<file path="config.mk">
export PLATFORM = sky130hd
export DESIGN_NAME = gfx_addr_run_gen
export DESIGN_NICKNAME = d
export VERILOG_FILES = /design/src/rtl/gfx_pkg.sv /design/src/rtl/gfx_strip_div.sv /design/src/rtl/gfx_addr_run_gen.sv
export SDC_FILE = /design/constraint.sdc
export NUM_CORES = 1
export LEC_CHECK = 0
export ABC_AREA = 1
export ABC_CLOCK_PERIOD_IN_PS = 11800
export BUFFER_PORTS_ARGS = -buffer_cell sky130_fd_sc_hd__buf_2
export CORE_UTILIZATION = 45
export CTS_BUF_LIST = sky130_fd_sc_hd__clkbuf_16
export DETAILED_ROUTE_END_ITERATION = 8
export GPL_TIMING_DRIVEN = 0
export PLACE_DENSITY = 0.68
export RECOVER_POWER = 50
export SYNTH_ARGS = -nofsm -noshare
export SYNTH_HDL_FRONTEND = slang
export SYNTH_SLANG_ARGS = --single-unit
</file>
<file path="constraint.sdc">
create_clock -name clk -period 11.8 [get_ports clk]
set_clock_uncertainty 0.15 [all_clocks]
set_input_delay 1.18 -clock clk [delete_from_list [all_inputs] [get_ports clk]]
set_output_delay 1.18 -clock clk [all_outputs]
set_load 0.1 [all_outputs]
</file>
<file path="src/rtl/gfx_pkg.sv">
// Shared definitions for the graphics address path: colour-depth encoding,
// per-depth bits-per-pixel and pixels-per-strip helpers, and the run FSM states.
// Pure definitions; no timing or flow-control behaviour of its own.
package gfx_pkg;

    typedef enum logic [1:0] {
        BPP8  = 2'd0,
        BPP16 = 2'd1,
        BPP24 = 2'd2,
        BPP32 = 2'd3
    } color_depth_e;

    typedef enum logic [1:0] {
        ST_IDLE   = 2'd0,
        ST_SETUP1 = 2'd1,
        ST_SETUP2 = 2'd2,
        ST_EMIT   = 2'd3
    } run_state_e;

    // Bits per pixel for a colour depth.
    function automatic logic [5:0] bpp_f(input logic [1:0] d);
        case (d)
            BPP8:    return 6'd8;
            BPP16:   return 6'd16;
            BPP24:   return 6'd24;
            default: return 6'd32;
        endcase
    endfunction

    // Whole pixels that fit in one strip of sw bits; leftover top bits stay unused.
    function automatic logic [15:0] pps_f(input logic [1:0] d, input int sw);
        case (d)
            BPP8:    return 16'(sw / 8);
            BPP16:   return 16'(sw / 16);
            BPP24:   return 16'(sw / 24);
            default: return 16'(sw / 32);
        endcase
    endfunction

endpackage

</file>
<file path="src/rtl/gfx_strip_div.sv">
// Exact pixel -> (strip, offset-in-strip) divider by the per-depth PPS.
// Latency 2 cycles, fully pipelined: a new operand may enter every cycle.
// No backpressure: free-running pipeline, the caller times its operands.
//
// Ports: clk/rst_n; x_i pixel index and depth_i colour depth (operands);
//        strip_o = x / PPS, k_o = x mod PPS (results, two cycles later).
module gfx_strip_div
    import gfx_pkg::*;
#(
    parameter int SW = 256,
    parameter int KW = $clog2(SW) - 3
) (
    input  logic          clk,
    input  logic          rst_n,
    input  logic [15:0]   x_i,
    input  logic [1:0]    depth_i,
    output logic [15:0]   strip_o,
    output logic [KW-1:0] k_o
);

    // 8/16/32 bpp give power-of-two PPS (shift); 24 bpp needs a true constant divide.
    localparam int          S8  = $clog2(SW / 8);
    localparam int          S16 = $clog2(SW / 16);
    localparam int          S32 = $clog2(SW / 32);
    localparam logic [15:0] P24 = 16'(SW / 24);

    logic [15:0]   q_d;
    logic [15:0]   q1_q;
    logic [KW-1:0] xl1_q;
    logic [KW-1:0] pl1_q;
    logic [15:0]   strip_q;
    logic [KW-1:0] k_q;

    always_comb begin
        q_d = '0;
        case (depth_i)
            BPP8:    q_d = x_i >> S8;
            BPP16:   q_d = x_i >> S16;
            BPP24:   q_d = x_i / P24;
            default: q_d = x_i >> S32;
        endcase
    end

    // The remainder is below 2^KW, so it can be formed from the low KW bits
    // of x, q and PPS only (arithmetic modulo 2^KW).
    always_ff @(posedge clk or negedge rst_n) begin
        if (!rst_n) begin
            q1_q    <= '0;
            xl1_q   <= '0;
            pl1_q   <= '0;
            strip_q <= '0;
            k_q     <= '0;
        end else begin
            q1_q    <= q_d;
            xl1_q   <= x_i[KW-1:0];
            pl1_q   <= KW'(pps_f(depth_i, SW));
            strip_q <= q1_q;
            k_q     <= xl1_q - q1_q[KW-1:0] * pl1_q;
        end
    end

    assign strip_o = strip_q;
    assign k_o     = k_q;

endmodule

</file>
<file path="src/rtl/gfx_addr_run_gen.sv">
// Turns a horizontal pixel run into one strip-address response per touched strip.
// Latency: first response 3 cycles after request acceptance, then 1 per cycle.
// Backpressure: req_ready_o only in IDLE; rsp_* held stable while rsp_ready_i=0.
//
// Ports: clk/rst_n; base_address_i, color_depth_i, bmp_width_i, bmp_height_i
//        (bitmap config, sampled at acceptance); req_* (run request: x, y, len,
//        tag); rsp_* (strip address, first/last bit mb/me, first/last/clip, tag).
module gfx_addr_run_gen
    import gfx_pkg::*;
#(
    parameter int SW = 256,
    parameter int AW = 32,
    parameter int TW = 4
) (
    input  logic                  clk,
    input  logic                  rst_n,
    input  logic [AW-1:0]         base_address_i,
    input  logic [1:0]            color_depth_i,
    input  logic [15:0]           bmp_width_i,
    input  logic [15:0]           bmp_height_i,
    input  logic                  req_valid_i,
    output logic                  req_ready_o,
    input  logic [15:0]           req_x_i,
    input  logic [15:0]           req_y_i,
    input  logic [15:0]           req_len_i,
    input  logic [TW-1:0]         req_tag_i,
    output logic                  rsp_valid_o,
    input  logic                  rsp_ready_i,
    output logic [AW-1:0]         rsp_address_o,
    output logic [$clog2(SW)-1:0] rsp_mb_o,
    output logic [$clog2(SW)-1:0] rsp_me_o,
    output logic                  rsp_first_o,
    output logic                  rsp_last_o,
    output logic                  rsp_clip_o,
    output logic [TW-1:0]         rsp_tag_o
);

    localparam int BN  = $clog2(SW) - 1;
    localparam int KW  = BN - 2;     // offset-in-strip width (PPS <= SW/8)
    localparam int SBL = BN - 2;     // log2 of bytes per strip

    run_state_e    state_q, state_d;

    logic [AW-1:0] base_q;
    logic [1:0]    depth_q;
    logic [15:0]   x_q;
    logic [15:0]   y_q;
    logic [15:0]   cnt_q;            // pixels still to be covered
    logic [TW-1:0] tag_q;
    logic          clip_q;
    logic [AW-1:0] row_q;            // y * num_strips
    logic [15:0]   strip_q;
    logic [KW-1:0] k_q;
    logic          use_div_q;        // first EMIT cycle: strip/k come straight from the divider
    logic          first_q;

    logic          accept;
    logic          hs;
    logic [15:0]   len1;
    logic [16:0]   run_end;
    logic [15:0]   end_px;
    logic [15:0]   cnt_acc;
    logic          clip_acc;

    logic [15:0]   div_x;
    logic [1:0]    div_depth;
    logic [15:0]   div_strip;
    logic [KW-1:0] div_k;
    logic [15:0]   num_strips;

    logic [15:0]   pps;
    logic [BN:0]   bpp_w;
    logic [15:0]   cur_strip;
    logic [KW-1:0] cur_k;
    logic [15:0]   avail;
    logic          cur_last;
    logic [BN:0]   kend;             // exclusive end pixel index inside the strip
    logic [AW-1:0] line_idx;

    assign req_ready_o = (state_q == ST_IDLE);
    assign accept      = req_valid_i & req_ready_o;
    assign hs          = rsp_valid_o & rsp_ready_i;

    // Request decode on the accepting cycle: truncate the run at the bitmap edge.
    always_comb begin
        len1     = (req_len_i == 16'd0) ? 16'd1 : req_len_i;
        run_end  = {1'b0, req_x_i} + {1'b0, len1};
        end_px   = (run_end > {1'b0, bmp_width_i}) ? bmp_width_i : run_end[15:0];
        cnt_acc  = end_px - req_x_i;
        clip_acc = (req_x_i >= bmp_width_i) | (req_y_i >= bmp_height_i);
    end

    // One divider, time-shared: width enters on the accept cycle (result in
    // SETUP2 -> num_strips), x enters in SETUP1 (result in the first EMIT cycle).
    assign div_x     = (state_q == ST_IDLE) ? bmp_width_i   : x_q;
    assign div_depth = (state_q == ST_IDLE) ? color_depth_i : depth_q;

    gfx_strip_div #(.SW(SW)) u_div (
        .clk     (clk),
        .rst_n   (rst_n),
        .x_i     (div_x),
        .depth_i (div_depth),
        .strip_o (div_strip),
        .k_o     (div_k)
    );

    assign num_strips = div_strip + 16'(div_k != '0);

    // Current response. Only the first strip of a run can start mid-strip;
    // every later strip starts at offset 0.
    always_comb begin
        pps       = pps_f(depth_q, SW);
        bpp_w     = (BN+1)'(bpp_f(depth_q));
        cur_strip = use_div_q ? div_strip : strip_q;
        cur_k     = use_div_q ? div_k     : k_q;
        avail     = pps - 16'(cur_k);
        cur_last  = clip_q | (cnt_q <= avail);
        kend      = cur_last ? (BN+1)'(16'(cur_k) + cnt_q) : (BN+1)'(pps);
        line_idx  = row_q + AW'(cur_strip);
    end

    // Outputs are zero outside EMIT, so reset clears them asynchronously.
    // me wraps correctly when kend*bpp equals SW exactly.
    always_comb begin
        rsp_valid_o   = 1'b0;
        rsp_address_o = '0;
        rsp_mb_o      = '0;
        rsp_me_o      = '0;
        rsp_first_o   = 1'b0;
        rsp_last_o    = 1'b0;
        rsp_clip_o    = 1'b0;
        rsp_tag_o     = '0;
        if (state_q == ST_EMIT) begin
            rsp_valid_o = 1'b1;
            rsp_first_o = first_q;
            rsp_last_o  = cur_last;
            rsp_clip_o  = clip_q;
            rsp_tag_o   = tag_q;
            if (clip_q) begin
                rsp_address_o = base_q;
            end else begin
                rsp_address_o = base_q + (line_idx << SBL);
                rsp_mb_o      = (BN+1)'(cur_k) * bpp_w;
                rsp_me_o      = kend * bpp_w - (BN+1)'(1);
            end
        end
    end

    always_comb begin
        state_d = state_q;
        case (state_q)
            ST_IDLE:   if (accept) state_d = ST_SETUP1;
            ST_SETUP1: state_d = ST_SETUP2;
            ST_SETUP2: state_d = ST_EMIT;
            ST_EMIT:   if (hs && cur_last) state_d = ST_IDLE;
            default:   state_d = ST_IDLE;
        endcase
    end

    always_ff @(posedge clk or negedge rst_n) begin
        if (!rst_n) begin
            state_q <= ST_IDLE;
        end else begin
            state_q <= state_d;
        end
    end

    always_ff @(posedge clk or negedge rst_n) begin
        if (!rst_n) begin
            base_q    <= '0;
            depth_q   <= '0;
            x_q       <= '0;
            y_q       <= '0;
            cnt_q     <= '0;
            tag_q     <= '0;
            clip_q    <= 1'b0;
            row_q     <= '0;
            strip_q   <= '0;
            k_q       <= '0;
            use_div_q <= 1'b0;
            first_q   <= 1'b0;
        end else begin
            if (accept) begin
                base_q  <= base_address_i;
                depth_q <= color_depth_i;
                x_q     <= req_x_i;
                y_q     <= req_y_i;
                cnt_q   <= cnt_acc;
                tag_q   <= req_tag_i;
                clip_q  <= clip_acc;
            end
            if (state_q == ST_SETUP2) begin
                row_q     <= AW'(32'(y_q) * 32'(num_strips));
                use_div_q <= 1'b1;
                first_q   <= 1'b1;
            end
            if (state_q == ST_EMIT) begin
                // Divider output is only valid for one cycle; park it in
                // strip_q/k_q so a stalled first response stays stable.
                use_div_q <= 1'b0;
                if (hs) begin
                    strip_q <= cur_strip + 16'd1;
                    k_q     <= '0;
                    first_q <= 1'b0;
                    cnt_q   <= cnt_q - avail;
                end else begin
                    strip_q <= cur_strip;
                    k_q     <= cur_k;
                end
            end
        end
    end

endmodule

</file>
==> results.toml <==
[timing]
fin_crit_ns = 10.06
worst_pin_slew_ns = 5.96
setup_tns_ns = 0
setup_viol = 0
maxClockFrequency_mhz = 99.4
hold_violations = 0
slew_viol_final = 181
period_share = 0.853
grt_setup_unrepaired = "no"
max-slew-margin-rel = -2.97

[yosys]
netlist_instances = 2946
synth_edf_count = 0
synth_top_area_frac = 0.203
yosysSeqAreaShare = 0.203
synth_ff_type = "dfrtp_1"
synth_area_um2 = 22000
ys_seq_elements = 178
yosysWarnings = 0
async_reset_ff_frac = 1.00
ys_types = 60
yosysTopAreaCell = "dfrtp_1"
synthTopCellsByArea = "dfrtp_1 20%, fa_1 16%, ha_1 15%"
avgSynthCellArea_um2 = 7.46

[final_layout]
fin_util = 0.505
nFillCells = 4766
drive_above_1_share = 0.0941
area_delta_synth_final_pct = 10.3
sequential_cell_area_um2 = 4450
multi_input_area_um2 = 15000
fin_cells = 3772
fin_nets = 3705

[critical_path]
timing.reg2reg.setup_slack_ns = 3.00
slowest_delay_ns = 0.48
rr_worst_depth = 37
cp_max_fo = 10
rr_endpoint = "row_q[26]"
critPathRequiredTime_ns = 10.47
crit_path_frequent_cell = "ha_1"
r2r-start = "u_div.k_o[4]"
arrival_ns = 8.73
end_kind = "output pin"
critical_path_class = "reg -> out"
slowest_stage = "fa_1"
start_kind = "register"

[global_route]
grtUsageTotal = 0.246
grt_pass1_wl_um = 96200
first_global_vias = 19100
grt_max_degree = 115
gr-total-overflow = 0
antenna_found_initial = 3

[drt]
ant_nets = 0
dr_total_vias = 19200
drc = 0
drt-total-wl_um = 58900
drt_iter0_drc = 1098
viasPerCell = 5.08
wire_per_inst_um = 15.6
first_pass_iters = 5

[run]
maxCapViolations = 2

[min_path]
worstHoldEndpoint = "u_div.strip_o[7]"
holdPathStages = 0
min_from = "u_div.q1_q[7]"
hold_path.class = "reg -> reg"

[clock_tree]
path_clk_slew_ns = 0.07
cts_setup_buffers = 0
cts-root-buf = "clkbuf_16"
cts_hold_buffers = 0
cts_resized = 0
clk_latency_ns = 0.48
numCtsBuffers = 17
clockBufferDepth = 2
tritoncts = "built"
htree_levels = 4
cts_sinks = 178

[die]
rows = 80
io_pins = 179
die_w_um = 223
start_util = 0.458
coreArea_um2 = 47900
chipHeight_um = 223
die-area_um2 = 49700

[place]
dp_hpwl_um = 48600
port_buffers = 175
place_congestion = 0.912
place_inst = 3739

[outcome]
status = "finished with violations"
violations = "max-capacitance violations, max-slew violations"
## critical path: cells and delay by family (launching register included)
kind            cells  cell delay (ns)
xor+xnor            2             0.32
simple gates       10             1.08
compound gates      7             1.74
flops               1             0.34
fa+ha+maj           8             2.60
buf+inv             8             2.15
## layout make-up
| type | count | area share |
|---|---|---|
| multi-input cells | 2112 | 0.619 |
| repair buffers | 176 | 0.0362 |
| clock buffers | 17 | 0.0176 |
| flip-flops and latches | 178 | 0.184 |
| diodes | 1 | 0.000103 |
| well taps | 615 | 0.0318 |
| plain buffers | 98 | 0.0166 |
| inverters | 560 | 0.0871 |
| clock inverters | 15 | 0.00743 |
## cell usage in the layout, fill, tap and decap left out, types with 4 or more instances in the layout
cell type,instances
a31oi_1,11
o211ai_1,5
clkbuf_1,92
nand3_1,99
o22ai_1,5
nor3_1,14
xnor2_1,39
nand2_2,34
o21ai_1,7
xor2_1,81
o21ai_0,190
nand2_1,692
inv_2,13
a211oi_1,5
a21oi_1,134
o21a_1,16
or2_2,9
buf_2,174
inv_1,540
o21bai_1,17
clkinv_4,4
a21o_1,6
nor2_1,213
ha_1,266
fa_1,174
buf_4,5
clkbuf_16,17
nand2_4,12
nor4_1,7
clkinv_1,7
o31ai_1,14
dfrtp_1,178
nand4_1,17
## state kept, by name (all words and copies together), names as in the netlist
| signal | flops |
|---|---|
| state_q | 2 |
| use_div_q | 1 |
| cnt_q | 16 |
| k_q | 5 |
| row_q | 27 |
| first_q | 1 |
| u_div.pl1_q | 3 |
| clip_q | 1 |
| base_q | 32 |
| strip_q | 16 |
| u_div.k_o | 5 |
| y_q | 16 |
| u_div.xl1_q | 5 |
| depth_q | 2 |
| u_div.q1_q | 13 |
| u_div.strip_o | 13 |
| x_q | 16 |
| tag_q | 4 |
## metrics by stage
| step | worst slack, ns | hold slack, ns | cell area [um2] |
|---|---|---|---|
| after floorplan | 2.83 | 0.181 | 22000 |
| after global placement | 2.39 | 0.183 | 23600 |
| after detailed placement | 2.38 | 0.185 | 23700 |
| after CTS | 1.80 | 0.196 | 24300 |
| after global routing | 0.904 | 0.205 | 24200 |
| final | 1.74 | 0.198 | 24200 |
## logic make-up (layout without fill, tap and decap cells)
| group | after synthesis | count (layout) | share of synthesized area |
|---|---|---|---|
| flip-flops | 178 | 178 | 0.203 |
| XOR/XNOR | 120 | 120 | 0.0478 |
| other | 1 | 4 | 0.000171 |
| AO/OA/AOI/OAI | 443 | 443 | 0.116 |
| AND/OR/NAND/NOR | 1106 | 1106 | 0.209 |
| adder cells (fa/ha/maj) | 440 | 440 | 0.310 |
| buffers and inverters | 658 | 866 | 0.114 |
## synth_stat cells (12+ instances only)
cell / instances
nand2_1: 692
inv_1: 538
ha_1: 266
nor2_1: 213
o21ai_0: 188
dfrtp_1: 178
fa_1: 174
a21oi_1: 134
nand3_1: 99
clkbuf_1: 89
xor2_1: 81
xnor2_1: 39
nand2_2: 34
nand4_1: 17
o21bai_1: 17
o21a_1: 16
inv_2: 14
nor3_1: 14
o31ai_1: 14
nand2_4: 12
## per-layer routing
layer	global-route usage	share of wire	up-vias
met2	0.411	0.47	409
met1	0.316	0.45	9031
li1	-	-	9611
met3	0.0375	0.046	106
met5	0	0.00032	-
met4	0.102	0.038	2
## worst max path at each step
| stage | end | startpoint |
|---|---|---|
| floorplan | rsp_me_o[7] | use_div_q |
| global placement | rsp_me_o[7] | use_div_q |
| detailed placement | rsp_me_o[7] | use_div_q |
| CTS | rsp_me_o[7] | use_div_q |
| global route | y_q[6] | rst_n |
| finish | rsp_me_o[7] | use_div_q |
Power is left out: the tool's default activity adds up to more than one toggle a clock period on the data nets, which glitch-free logic cannot reach.
